===== src/rtl/lsq_multi_cdb_pkg.sv =====
// Shared constants for the load/store queue: opcodes, access widths, FSM states.
// Helper: op_width maps an opcode to its access size in bytes.
package lsq_multi_cdb_pkg;

  localparam int unsigned OP_LB  = 10;
  localparam int unsigned OP_LH  = 11;
  localparam int unsigned OP_LW  = 12;
  localparam int unsigned OP_LBU = 13;
  localparam int unsigned OP_LHU = 14;
  localparam int unsigned OP_SB  = 15;
  localparam int unsigned OP_SH  = 16;
  localparam int unsigned OP_SW  = 17;

  localparam int unsigned ROB_WIDTH_BIT = 4;
  localparam int unsigned REG_ID_BIT    = 5;

  localparam logic [2:0] WIDTH_BYTE = 3'd1;
  localparam logic [2:0] WIDTH_HALF = 3'd2;
  localparam logic [2:0] WIDTH_WORD = 3'd4;

  typedef enum logic [1:0] {
    ST_IDLE  = 2'd0,
    ST_REQ   = 2'd1,
    ST_WAIT  = 2'd2,
    ST_DRAIN = 2'd3
  } lsq_state_e;

  // Access size in bytes for a memory opcode.
  function automatic logic [2:0] op_width(input logic [31:0] op);
    if (op == OP_LB || op == OP_LBU || op == OP_SB) return WIDTH_BYTE;
    if (op == OP_LH || op == OP_LHU || op == OP_SH) return WIDTH_HALF;
    return WIDTH_WORD;
  endfunction

endpackage


===== src/rtl/lsq_multi_cdb_load_ext.sv =====
// Load data extension: raw memory word -> architectural value per load opcode.
// Ports: op_in (load opcode), raw_in (raw data), value_c (extended value, combinational).
module lsq_load_ext
  import lsq_multi_cdb_pkg::*;
#(
  parameter int unsigned OP_BITS = 6
) (
  input  logic [OP_BITS-1:0] op_in,
  input  logic [31:0]        raw_in,
  output logic [31:0]        value_c
);

  always_comb begin
    value_c = raw_in;
    if (op_in == OP_BITS'(OP_LB))       value_c = {{24{raw_in[7]}}, raw_in[7:0]};
    else if (op_in == OP_BITS'(OP_LBU)) value_c = {24'b0, raw_in[7:0]};
    else if (op_in == OP_BITS'(OP_LH))  value_c = {{16{raw_in[15]}}, raw_in[15:0]};
    else if (op_in == OP_BITS'(OP_LHU)) value_c = {16'b0, raw_in[15:0]};
  end

endmodule


===== src/rtl/lsq_multi_cdb.sv =====
// In-order load/store queue with multi-CDB operand wakeup.
// Ports: clk_in/rst_in/rdy_in control; task_in + operand fields enqueue; mem_* is the
// single-outstanding memory interface; cdb_* snooped result buses; ld_*/st_* completion
// pulses; lsb_full/lsb_count occupancy; rob_head gates store issue; clear_all flushes.
module lsq_multi_cdb
  import lsq_multi_cdb_pkg::*;
#(
  parameter int unsigned DEPTH    = 8,
  parameter int unsigned NUM_CDB  = 2,
  parameter int unsigned ROB_BITS = 4,
  parameter int unsigned OP_BITS  = 6
) (
  input  logic                        clk_in,
  input  logic                        rst_in,
  input  logic                        rdy_in,
  output logic                        lsb_full,
  output logic [$clog2(DEPTH):0]      lsb_count,
  input  logic                        task_in,
  input  logic [OP_BITS-1:0]          op_type,
  input  logic [31:0]                 vj_in,
  input  logic [31:0]                 vk_in,
  input  logic [ROB_BITS-1:0]         qj_in,
  input  logic [ROB_BITS-1:0]         qk_in,
  input  logic                        j_in,
  input  logic                        k_in,
  input  logic [31:0]                 imm_in,
  input  logic [ROB_BITS-1:0]         dest_in,
  output logic                        mem_req,
  output logic                        mem_we,
  output logic [2:0]                  mem_width,
  output logic [31:0]                 mem_addr,
  output logic [31:0]                 mem_wdata,
  input  logic                        mem_ack,
  input  logic                        mem_resp_valid,
  input  logic [31:0]                 mem_rdata,
  input  logic [ROB_BITS-1:0]         rob_head,
  input  logic                        clear_all,
  input  logic [NUM_CDB-1:0]          cdb_valid,
  input  logic [NUM_CDB*ROB_BITS-1:0] cdb_tag,
  input  logic [NUM_CDB*32-1:0]       cdb_value,
  output logic                        ld_valid,
  output logic [ROB_BITS-1:0]         ld_tag,
  output logic [31:0]                 ld_value,
  output logic                        st_done,
  output logic [ROB_BITS-1:0]         st_tag
);

  localparam int unsigned PTR_W = $clog2(DEPTH);
  localparam int unsigned CNT_W = PTR_W + 1;

  // Entry storage
  logic [DEPTH-1:0]    valid_q, valid_d, j_q, j_d, k_q, k_d;
  logic [OP_BITS-1:0]  op_q  [DEPTH];
  logic [OP_BITS-1:0]  op_d  [DEPTH];
  logic [31:0]         vj_q  [DEPTH];
  logic [31:0]         vj_d  [DEPTH];
  logic [31:0]         vk_q  [DEPTH];
  logic [31:0]         vk_d  [DEPTH];
  logic [31:0]         imm_q [DEPTH];
  logic [31:0]         imm_d [DEPTH];
  logic [ROB_BITS-1:0] qj_q  [DEPTH];
  logic [ROB_BITS-1:0] qj_d  [DEPTH];
  logic [ROB_BITS-1:0] qk_q  [DEPTH];
  logic [ROB_BITS-1:0] qk_d  [DEPTH];
  logic [ROB_BITS-1:0] tag_q [DEPTH];
  logic [ROB_BITS-1:0] tag_d [DEPTH];

  logic [PTR_W-1:0] head_q, head_d, tail_q, tail_d;
  logic [CNT_W-1:0] count_q, count_d;
  logic             full_q, full_d;

  lsq_state_e state_q, state_d;

  logic                mem_req_q, mem_req_d, mem_we_q, mem_we_d;
  logic [2:0]          mem_width_q, mem_width_d;
  logic [31:0]         mem_addr_q, mem_addr_d, mem_wdata_q, mem_wdata_d;
  logic                ld_valid_q, ld_valid_d, st_done_q, st_done_d;
  logic [ROB_BITS-1:0] ld_tag_q, ld_tag_d, st_tag_q, st_tag_d, lat_tag_q, lat_tag_d;
  logic [31:0]         ld_value_q, ld_value_d;
  logic [OP_BITS-1:0]  lat_op_q, lat_op_d;

  logic        enq_c, deq_c, head_store_c, head_ready_c, issue_c;
  logic        enq_j_c, enq_k_c;
  logic [31:0] enq_vj_c, enq_vk_c, ext_value_c, head_wdata_c;
  logic [2:0]  head_width_c;

  lsq_load_ext #(.OP_BITS(OP_BITS)) u_ext (
    .op_in   (lat_op_q),
    .raw_in  (mem_rdata),
    .value_c (ext_value_c)
  );

  // Head entry issue conditions
  always_comb begin
    head_store_c = (op_q[head_q] >= OP_BITS'(OP_SB)) && (op_q[head_q] <= OP_BITS'(OP_SW));
    head_ready_c = valid_q[head_q] && j_q[head_q] && k_q[head_q];
    issue_c      = head_ready_c && (!head_store_c || (rob_head == tag_q[head_q]));
    head_width_c = op_width(32'(op_q[head_q]));
    case (head_width_c)
      WIDTH_BYTE: head_wdata_c = {24'b0, vk_q[head_q][7:0]};
      WIDTH_HALF: head_wdata_c = {16'b0, vk_q[head_q][15:0]};
      default:    head_wdata_c = vk_q[head_q];
    endcase
  end

  // Operand wakeup for the entry being enqueued
  always_comb begin
    enq_j_c  = j_in;
    enq_k_c  = k_in;
    enq_vj_c = vj_in;
    enq_vk_c = vk_in;
    for (int c = 0; c < NUM_CDB; c++) begin
      if (cdb_valid[c] && !j_in && qj_in == cdb_tag[c*ROB_BITS +: ROB_BITS]) begin
        enq_j_c  = 1'b1;
        enq_vj_c = cdb_value[c*32 +: 32];
      end
      if (cdb_valid[c] && !k_in && qk_in == cdb_tag[c*ROB_BITS +: ROB_BITS]) begin
        enq_k_c  = 1'b1;
        enq_vk_c = cdb_value[c*32 +: 32];
      end
    end
    if (ld_valid_q && !j_in && qj_in == ld_tag_q) begin
      enq_j_c  = 1'b1;
      enq_vj_c = ld_value_q;
    end
    if (ld_valid_q && !k_in && qk_in == ld_tag_q) begin
      enq_k_c  = 1'b1;
      enq_vk_c = ld_value_q;
    end
  end

  // FSM next state
  always_comb begin
    state_d = state_q;
    case (state_q)
      ST_IDLE:  if (issue_c) state_d = ST_REQ;
      ST_REQ:   if (mem_ack) state_d = mem_we_q ? ST_IDLE : ST_WAIT;
      ST_WAIT:  if (mem_resp_valid) state_d = ST_IDLE;
      ST_DRAIN: if (mem_resp_valid) state_d = ST_IDLE;
      default:  state_d = ST_IDLE;
    endcase
    // A load already handed to memory must have its response swallowed.
    if (clear_all) begin
      if (((state_q == ST_WAIT || state_q == ST_DRAIN) && !mem_resp_valid) ||
          (state_q == ST_REQ && mem_ack && !mem_we_q)) state_d = ST_DRAIN;
      else state_d = ST_IDLE;
    end
  end

  // FSM outputs
  always_comb begin
    mem_req_d   = mem_req_q;
    mem_we_d    = mem_we_q;
    mem_width_d = mem_width_q;
    mem_addr_d  = mem_addr_q;
    mem_wdata_d = mem_wdata_q;
    lat_op_d    = lat_op_q;
    lat_tag_d   = lat_tag_q;
    ld_valid_d  = 1'b0;
    ld_tag_d    = ld_tag_q;
    ld_value_d  = ld_value_q;
    st_done_d   = 1'b0;
    st_tag_d    = st_tag_q;
    deq_c       = 1'b0;
    case (state_q)
      ST_IDLE: if (issue_c) begin
        mem_req_d   = 1'b1;
        mem_we_d    = head_store_c;
        mem_width_d = head_width_c;
        mem_addr_d  = vj_q[head_q] + imm_q[head_q];
        mem_wdata_d = head_wdata_c;
        lat_op_d    = op_q[head_q];
        lat_tag_d   = tag_q[head_q];
      end
      ST_REQ: if (mem_ack) begin
        mem_req_d = 1'b0;
        deq_c     = 1'b1;
        if (mem_we_q) begin
          st_done_d = 1'b1;
          st_tag_d  = lat_tag_q;
        end
      end
      ST_WAIT: if (mem_resp_valid) begin
        ld_valid_d = 1'b1;
        ld_tag_d   = lat_tag_q;
        ld_value_d = ext_value_c;
      end
      default: ;
    endcase
    if (clear_all) begin
      mem_req_d  = 1'b0;
      ld_valid_d = 1'b0;
      st_done_d  = 1'b0;
    end
  end

  // Queue contents, pointers and occupancy
  always_comb begin
    enq_c   = task_in && !clear_all;
    valid_d = valid_q;
    j_d     = j_q;
    k_d     = k_q;
    op_d    = op_q;
    vj_d    = vj_q;
    vk_d    = vk_q;
    imm_d   = imm_q;
    qj_d    = qj_q;
    qk_d    = qk_q;
    tag_d   = tag_q;
    for (int i = 0; i < DEPTH; i++) begin
      for (int c = 0; c < NUM_CDB; c++) begin
        if (valid_q[i] && cdb_valid[c] && !j_q[i] && qj_q[i] == cdb_tag[c*ROB_BITS +: ROB_BITS]) begin
          j_d[i]  = 1'b1;
          vj_d[i] = cdb_value[c*32 +: 32];
        end
        if (valid_q[i] && cdb_valid[c] && !k_q[i] && qk_q[i] == cdb_tag[c*ROB_BITS +: ROB_BITS]) begin
          k_d[i]  = 1'b1;
          vk_d[i] = cdb_value[c*32 +: 32];
        end
      end
      if (valid_q[i] && ld_valid_q && !j_q[i] && qj_q[i] == ld_tag_q) begin
        j_d[i]  = 1'b1;
        vj_d[i] = ld_value_q;
      end
      if (valid_q[i] && ld_valid_q && !k_q[i] && qk_q[i] == ld_tag_q) begin
        k_d[i]  = 1'b1;
        vk_d[i] = ld_value_q;
      end
    end
    head_d  = head_q;
    tail_d  = tail_q;
    count_d = count_q;
    if (deq_c) begin
      valid_d[head_q] = 1'b0;
      head_d          = head_q + PTR_W'(1);
      count_d         = count_d - CNT_W'(1);
    end
    // Written after the dequeue so a full-queue swap re-fills the freed slot.
    if (enq_c) begin
      valid_d[tail_q] = 1'b1;
      op_d[tail_q]    = op_type;
      vj_d[tail_q]    = enq_vj_c;
      vk_d[tail_q]    = enq_vk_c;
      j_d[tail_q]     = enq_j_c;
      k_d[tail_q]     = enq_k_c;
      qj_d[tail_q]    = qj_in;
      qk_d[tail_q]    = qk_in;
      imm_d[tail_q]   = imm_in;
      tag_d[tail_q]   = dest_in;
      tail_d          = tail_q + PTR_W'(1);
      count_d         = count_d + CNT_W'(1);
    end
    if (clear_all) begin
      valid_d = '0;
      head_d  = '0;
      tail_d  = '0;
      count_d = '0;
    end
    full_d = (count_d == CNT_W'(DEPTH));
  end

  // State register
  always_ff @(posedge clk_in) begin
    if (rst_in)      state_q <= ST_IDLE;
    else if (rdy_in) state_q <= state_d;
  end

  // Datapath registers
  always_ff @(posedge clk_in) begin
    if (rst_in) begin
      valid_q     <= '0;
      j_q         <= '0;
      k_q         <= '0;
      for (int i = 0; i < DEPTH; i++) begin
        op_q[i]  <= '0;
        vj_q[i]  <= '0;
        vk_q[i]  <= '0;
        imm_q[i] <= '0;
        qj_q[i]  <= '0;
        qk_q[i]  <= '0;
        tag_q[i] <= '0;
      end
      head_q      <= '0;
      tail_q      <= '0;
      count_q     <= '0;
      full_q      <= 1'b0;
      mem_req_q   <= 1'b0;
      mem_we_q    <= 1'b0;
      mem_width_q <= '0;
      mem_addr_q  <= '0;
      mem_wdata_q <= '0;
      lat_op_q    <= '0;
      lat_tag_q   <= '0;
      ld_valid_q  <= 1'b0;
      ld_tag_q    <= '0;
      ld_value_q  <= '0;
      st_done_q   <= 1'b0;
      st_tag_q    <= '0;
    end else if (rdy_in) begin
      valid_q     <= valid_d;
      j_q         <= j_d;
      k_q         <= k_d;
      op_q        <= op_d;
      vj_q        <= vj_d;
      vk_q        <= vk_d;
      imm_q       <= imm_d;
      qj_q        <= qj_d;
      qk_q        <= qk_d;
      tag_q       <= tag_d;
      head_q      <= head_d;
      tail_q      <= tail_d;
      count_q     <= count_d;
      full_q      <= full_d;
      mem_req_q   <= mem_req_d;
      mem_we_q    <= mem_we_d;
      mem_width_q <= mem_width_d;
      mem_addr_q  <= mem_addr_d;
      mem_wdata_q <= mem_wdata_d;
      lat_op_q    <= lat_op_d;
      lat_tag_q   <= lat_tag_d;
      ld_valid_q  <= ld_valid_d;
      ld_tag_q    <= ld_tag_d;
      ld_value_q  <= ld_value_d;
      st_done_q   <= st_done_d;
      st_tag_q    <= st_tag_d;
    end
  end

  assign lsb_full  = full_q;
  assign lsb_count = count_q;
  assign mem_req   = mem_req_q;
  assign mem_we    = mem_we_q;
  assign mem_width = mem_width_q;
  assign mem_addr  = mem_addr_q;
  assign mem_wdata = mem_wdata_q;
  assign ld_valid  = ld_valid_q;
  assign ld_tag    = ld_tag_q;
  assign ld_value  = ld_value_q;
  assign st_done   = st_done_q;
  assign st_tag    = st_tag_q;

endmodule

===== config.mk =====
export PLATFORM = sky130hd
export DESIGN_NAME = lsq_multi_cdb
export DESIGN_NICKNAME = d
export VERILOG_FILES = /design/src/rtl/lsq_multi_cdb_pkg.sv /design/src/rtl/lsq_multi_cdb_load_ext.sv /design/src/rtl/lsq_multi_cdb.sv
export SDC_FILE = /design/constraint.sdc
export NUM_CORES = 2
export LEC_CHECK = 0
export CAP_MARGIN = 20
export CORE_UTILIZATION = 45
export DETAILED_ROUTE_END_ITERATION = 7
export GPL_ROUTABILITY_DRIVEN = 0
export MAX_ROUTING_LAYER = met4
export SETUP_SLACK_MARGIN = 0.3
export SLEW_MARGIN = 0
export SYNTH_ARGS = -nofsm -noshare
export SYNTH_HDL_FRONTEND = slang
export SYNTH_SLANG_ARGS = --single-unit

===== constraint.sdc =====
create_clock -name clk_in -period 7 [get_ports clk_in]
set_clock_uncertainty 0.15 [all_clocks]
set_input_delay 0.7 -clock clk_in [delete_from_list [all_inputs] [get_ports clk_in]]
set_output_delay 0.7 -clock clk_in [all_outputs]
set_load 0.01 [all_outputs]

Word-level counts from Yosys, hierarchy flattened

Cells that the tools add are included.

Bits in read-only memories: 0
Bits in writable memories: 0
Word-level logic and storage cells: 548
Memories kept: 0
Flip-flop bits (word level): 1070
Latch bits: 0
Input port bits: 233
Output and inout bits: 116

Divide/modulo/power cells: 0
Equality and inequality tests: 74
Order comparisons: 9
Multipliers: 0
Add/sub/neg operators: 5
Shifts and indexed selects: 0
Reductions and logical operators: 185
Muxes and demuxes: 194
Bitwise operators: 5

Operator list:

| operator                                             | count |
|---|---|
| 2-to-1 mux 32 bit                                    | 65 |
| bitwise mux 256 bit                                  | 3 |
| 2-to-1 mux 256 bit                                   | 2 |
| binary-select mux 32 bit (select 3 bit)              | 3 |
| equality test 4 bit                                  | 55 |
| logical AND 1 bit                                    | 143 |
| bitwise mux 32 bit                                   | 3 |
| demux 32 bit (select 3 bit)                          | 1 |
| 2-to-1 mux 1 bit                                     | 74 |
| one-hot mux 32 bit (2 select lines)                  | 1 |
| equality test 6 x 4 -> 1 bit (second input constant) | 9 |
| bitwise mux 48 bit                                   | 1 |
| 2-to-1 mux 8 bit                                     | 5 |
| adder 32 bit                                         | 1 |
| 2-to-1 mux 3 bit                                     | 8 |
| 2-to-1 mux 4 bit                                     | 6 |
| logical NOT 1 bit                                    | 22 |
| binary-select mux 6 bit (select 3 bit)               | 1 |
| demux 6 bit (select 3 bit)                           | 1 |
| 2-to-1 mux 6 bit                                     | 3 |
| bitwise mux 8 bit                                    | 2 |
| binary-select mux 4 bit (select 3 bit)               | 1 |
| demux 4 bit (select 3 bit)                           | 1 |
| 2-to-1 mux 2 bit                                     | 6 |
| other kinds (33)                                     | 55 |

Depth between registers and ports, before layout

Word-level depth: 13
Gate-level depth with buffers: 22
Depth with buffers taken out: 16

Hierarchy

Synthesis repeated with hierarchy kept, for this count alone.

Cells, all modules: 9104
Area total of the unflattened synthesis: 69083.8 um^2

By module, submodules not included:

| module        | instances | area an instance (um^2) | sequential area each (um^2) | cells each |
|---|---|---|---|---|
| lsq_multi_cdb | 1         | 68628.3                 | 21420.5                     | 9031 |
| lsq_load_ext  | 1         | 455.4                   | 0.0                         | 73 |

Worst setup path after synthesis

No wires, ideal clock.

Path kind: register to register
From: register head_q[0]
To: register mem_addr_q[25], in the netlist mem_addr[25]
Data required time: 6792 ps
Clock period less this slack: 5062 ps
Arrival time: 4853 ps
Path buffers: 8
Setup slack: 1938 ps
Stages on the path, launching flop included: 21
Path through: dfxtp_1 -> buf_6 -> buf_6 -> buf_6 -> buf_2 -> buf_1 -> nor3_1 -> clkbuf_1 -> clkbuf_1 -> clkbuf_1 -> a22oi_1 -> nand4_1 -> ha_1 -> and3_1 -> and3_1 -> a22o_1 -> o21a_1 -> o311a_1 -> or4b_2 -> a31oi_1 -> o21a_1

Word-level cells in the longest chain between the ends: 10

RTL lines:

| item                                                  | RTL line             | text |
|---|---|---|
| from (decl)                                           | lsq_multi_cdb.sv:68  | `logic [PTR_W-1:0] head_q, head_d, tail_q, tail_d;` |
| from (signal assigned)                                | lsq_multi_cdb.sv:283 | `head_q <= '0;` |
| from (signal assigned)                                | lsq_multi_cdb.sv:310 | `head_q <= head_d;` |
| branches (longest 10 deep; another with adder 32 bit) | -                    |  |
| to (signal assigned)                                  | lsq_multi_cdb.sv:317 | `mem_addr_q <= mem_addr_d;` |
| to (decl)                                             | lsq_multi_cdb.sv:76  | `logic [31:0] mem_addr_q, mem_addr_d, mem_wdata_q, mem_wdata_d;` |

Several ways; the timed one is not identified. The select of a mux whose other input is x is not followed.
A chain may end at the register's enable or synchronous reset.

Worst setup path after layout

From: register head_q[2]
To: register mem_addr_q[25], in the netlist mem_addr[25]

Same word-level chain as after synthesis.

==> summary.md <==
| Metric | Value |
|---|---|
| Buffer count from post-CTS setup fixing | `0` |
| Post-synthesis sequential area ratio | `0.312` |
| Clock-pin slew on the worst setup and hold paths | `0.06 ns` |
| Largest net degree at the start of global routing | `234` |
| HP Class | `in -> reg` |
| Tot Pwr | `14,700 uW` |
| Total Routing Usage GR | `0.415` |
| Syn Area/Cell | `7.61 um2` |
| Max Cap Viol | `0` |
| Via count | `74,769` |
| Pins Over Slew Limit | `0` |
| DR WL/cell | `30.3 um` |
| DIE AREA | `154,000 um2` |
| Vias in the first global route | `68,677` |
| WS Path Type | `reg -> reg` |
| Total gr overflow | `0` |
| LEAKAGE | `0.0239 uW` |
| Vias per cell | `6.98` |
| Clock tree buffer depth | `3` |
| Die Height | `392 um` |
| CTS tree | `yes` |
| Final min period | `5.55 ns` |
| DP Area | `72,400 um2` |
| Top_reg_cell synth | `dfxtp_1` |
| Fin crit share | `0.793` |
| Peak Freq | `180 MHz` |
| Post-CTS sizing | `0` |
| Starting Density | `0.456` |
| WL final | `325,000 um` |
| Initial DRC count | `11,510` |
| Failing checks | `design-rule violations` |
| Cell row count | `142` |
| First-pass GRT wire length | `467,000 um` |
| Cell area after layout | `77,000 um2` |
| CTS buffer count | `132` |
| Most frequent cells in the layout | `nand2_1 (1,438), a211oi_1 (1,065), dfxtp_1 (1,065)` |
| Slew @ Worst Pin | `1.23 ns` |
| Hold Violations, Final | `0` |
| Final setup TNS | `0 ns` |
| RSZ-0062 raised after global routing | `no` |
| CP Capture Type | `flop` |
| Outcome | `complete, but fails checks` |
| PortBufs | `348` |
| Unique masters post-synth | `83` |
| #FFs+latches synth | `1,070` |
| Reg2reg setup slack | `1.45 ns` |
| CORE AREA | `150,000 um2` |
| CTS root buf | `clkbuf_16` |
| DRC errors left | `1` |
| Clock Latency Late Sink | `0.82 ns` |
| Clock Sinks | `1,070` |
| Area grow syn2layout | `12.2%` |
| # IOs | `349` |
| Post-synth EDFFs | `0` |
| Slew margin rel. | `0.172` |
| Mapped Cells | `9,009` |
| ANT nets after route | `0` |
| Hold-fix buffers at CTS | `0` |
| WP data arrival | `6.17 ns` |
| Initial antenna violation count | `14` |
| Most common cell after layout, fill and taps aside | `nand2_1` |
| Layout Nets | `8,842` |
| Async SR Flop Fraction | `0` |
| Die Wd | `392 um` |
| TritonRoute pass-1 iters | `8` |
| Syn Nets | `9,278` |
| Worst Path Max Fanout | `20` |
| Htree depth | `4` |
| Final setup viols | `0` |
| Peak supply drop | `0.180 mV` |
| Critical Path Source Type | `flop` |
| CP required | `7.61 ns` |
| Post-Synthesis Cell Area | `68,600 um2` |
| Pwr Density | `191 nW/um2` |
| Layout cells sized above 1 | `0.0688` |
| Yosys warning count | `0` |
| DP HPWL | `184,000 um` |
[sequential cells by signal, indices dropped and copies added, names as in the netlist, 6 cells and up]
| signal | cells |
|---|---|
| valid_q | 8 |
| qj_q | 32 |
| ld_value | 32 |
| vj_q | 256 |
| tag_q | 32 |
| j_q | 8 |
| k_q | 8 |
| vk_q | 256 |
| op_q | 48 |
| qk_q | 32 |
| mem_addr | 32 |
| lat_op_q | 6 |
| imm_q | 256 |
| mem_wdata | 32 |
[cell families after synthesis]
group / Yosys count / share of synthesized area
buffers and inverters: 1184 / 0.0692
multiplexers: 642 / 0.0967
XOR/XNOR: 228 / 0.0291
flip-flops: 1070 / 0.312
adder cells (fa/ha/maj): 36 / 0.00668
AO/OA/AOI/OAI: 3308 / 0.332
AND/OR/NAND/NOR: 2541 / 0.154
[power breakdown]
group | internal [uW] | total (uW) | switching [uW]
clock network | 4260 | 7290 | 3030
logic | 377 | 1270 | 895
registers | 6130 | 6160 | 35.5
total | 10800 | 14700 | 3960
[stage by stage]
stage	instances	utilization	hold slack [ns]	setup WS, ns
CTS	10688	0.511	0.168	1.57
detailed placement	10452	0.481	0.293	1.49
global route	10702	0.511	0.199	1.24
finish	10710	0.511	0.172	1.45
floorplan	9009	-	0.278	1.94
global placement	10448	0.480	0.283	1.57
[routing by layer]
| layer | vias up | wire length [um] | global-route usage |
|---|---|---|---|
| met5 | - | 0 | - |
| met4 | 0 | 21700 | 0.256 |
| met3 | 1219 | 39500 | 0.0899 |
| met2 | 5471 | 138000 | 0.604 |
| met1 | 35989 | 125000 | 0.522 |
| li1 | 32090 | - | - |
[area by class of cell]
cell class                 instances  area, um2
timing repair buffer             581       5530
sequential                      1070      21400
tap                             2016       2520
antenna                           19       47.5
multi-input combinational       6755      42800
fill                           14312      73500
clock inverter                    42        699
clock buffer                     194       3790
inverter                          33        131
[path summary, 6_finish.rpt]
| kind | startpoint | endpoint | cells after the start |
|---|---|---|---|
| worst max-delay path | head_q[2] | mem_addr[25] | 14 |
| worst min register to register | imm_q[127] | imm_q[127] | 2 |
| worst max register to register | head_q[2] | mem_addr[25] | 14 |
| worst min-delay path | rst_in | st_tag[3] | 2 |
[cell usage after synthesis (6+ instances only)]
cell type,n,share of area
mux2i_1,591,0.086
a22o_1,39,0.0050
a211o_1,514,0.066
mux4_2,11,0.0036
nand2_1,1445,0.079
buf_4,44,0.0048
inv_1,33,0.0018
a21o_1,29,0.0032
xnor2_1,70,0.0089
nand4_1,85,0.0078
a221oi_1,21,0.0027
a22oi_1,278,0.030
nor3_1,76,0.0055
a311oi_1,40,0.0051
and2_1,8,0.00073
or3_1,10,0.00091
or4b_2,9,0.0013
buf_2,66,0.0048
nor2b_1,26,0.0024
xor2_1,158,0.020
nand2b_1,12,0.0011
and3_1,12,0.0011
a22o_2,8,0.0012
a31oi_1,6,0.00055
nand3_1,92,0.0067
o21ai_0,69,0.0050
nor2_1,665,0.036
buf_1,79,0.0043
nor4_1,48,0.0044
o21a_1,47,0.0051
ha_1,35,0.0064
o22ai_1,66,0.0060
mux2_2,38,0.0062
nand4b_1,11,0.0014
dfxtp_1,1070,0.31
o211ai_1,12,0.0013
a211oi_1,1065,0.12
clkbuf_1,956,0.052
nand3b_1,16,0.0018
a21oi_1,1063,0.078
or4_1,7,0.00077
a221o_1,6,0.00088
[worst max-delay path: stages, from the launching register on]
cell	delay, ns
dfxtp_2	0.55
nand2b_1	0.32
nor2_4	0.91
buf_4	0.46
a22oi_1	0.14
nand4_1	0.32
ha_1	0.36
and3_1	0.23
and3_1	0.19
a22o_1	0.27
o21a_1	0.28
o311a_1	0.35
or4b_2	0.64
a31oi_1	0.19
o21a_1	0.12
No activity file was read; power rests on OpenSTA's default activity.
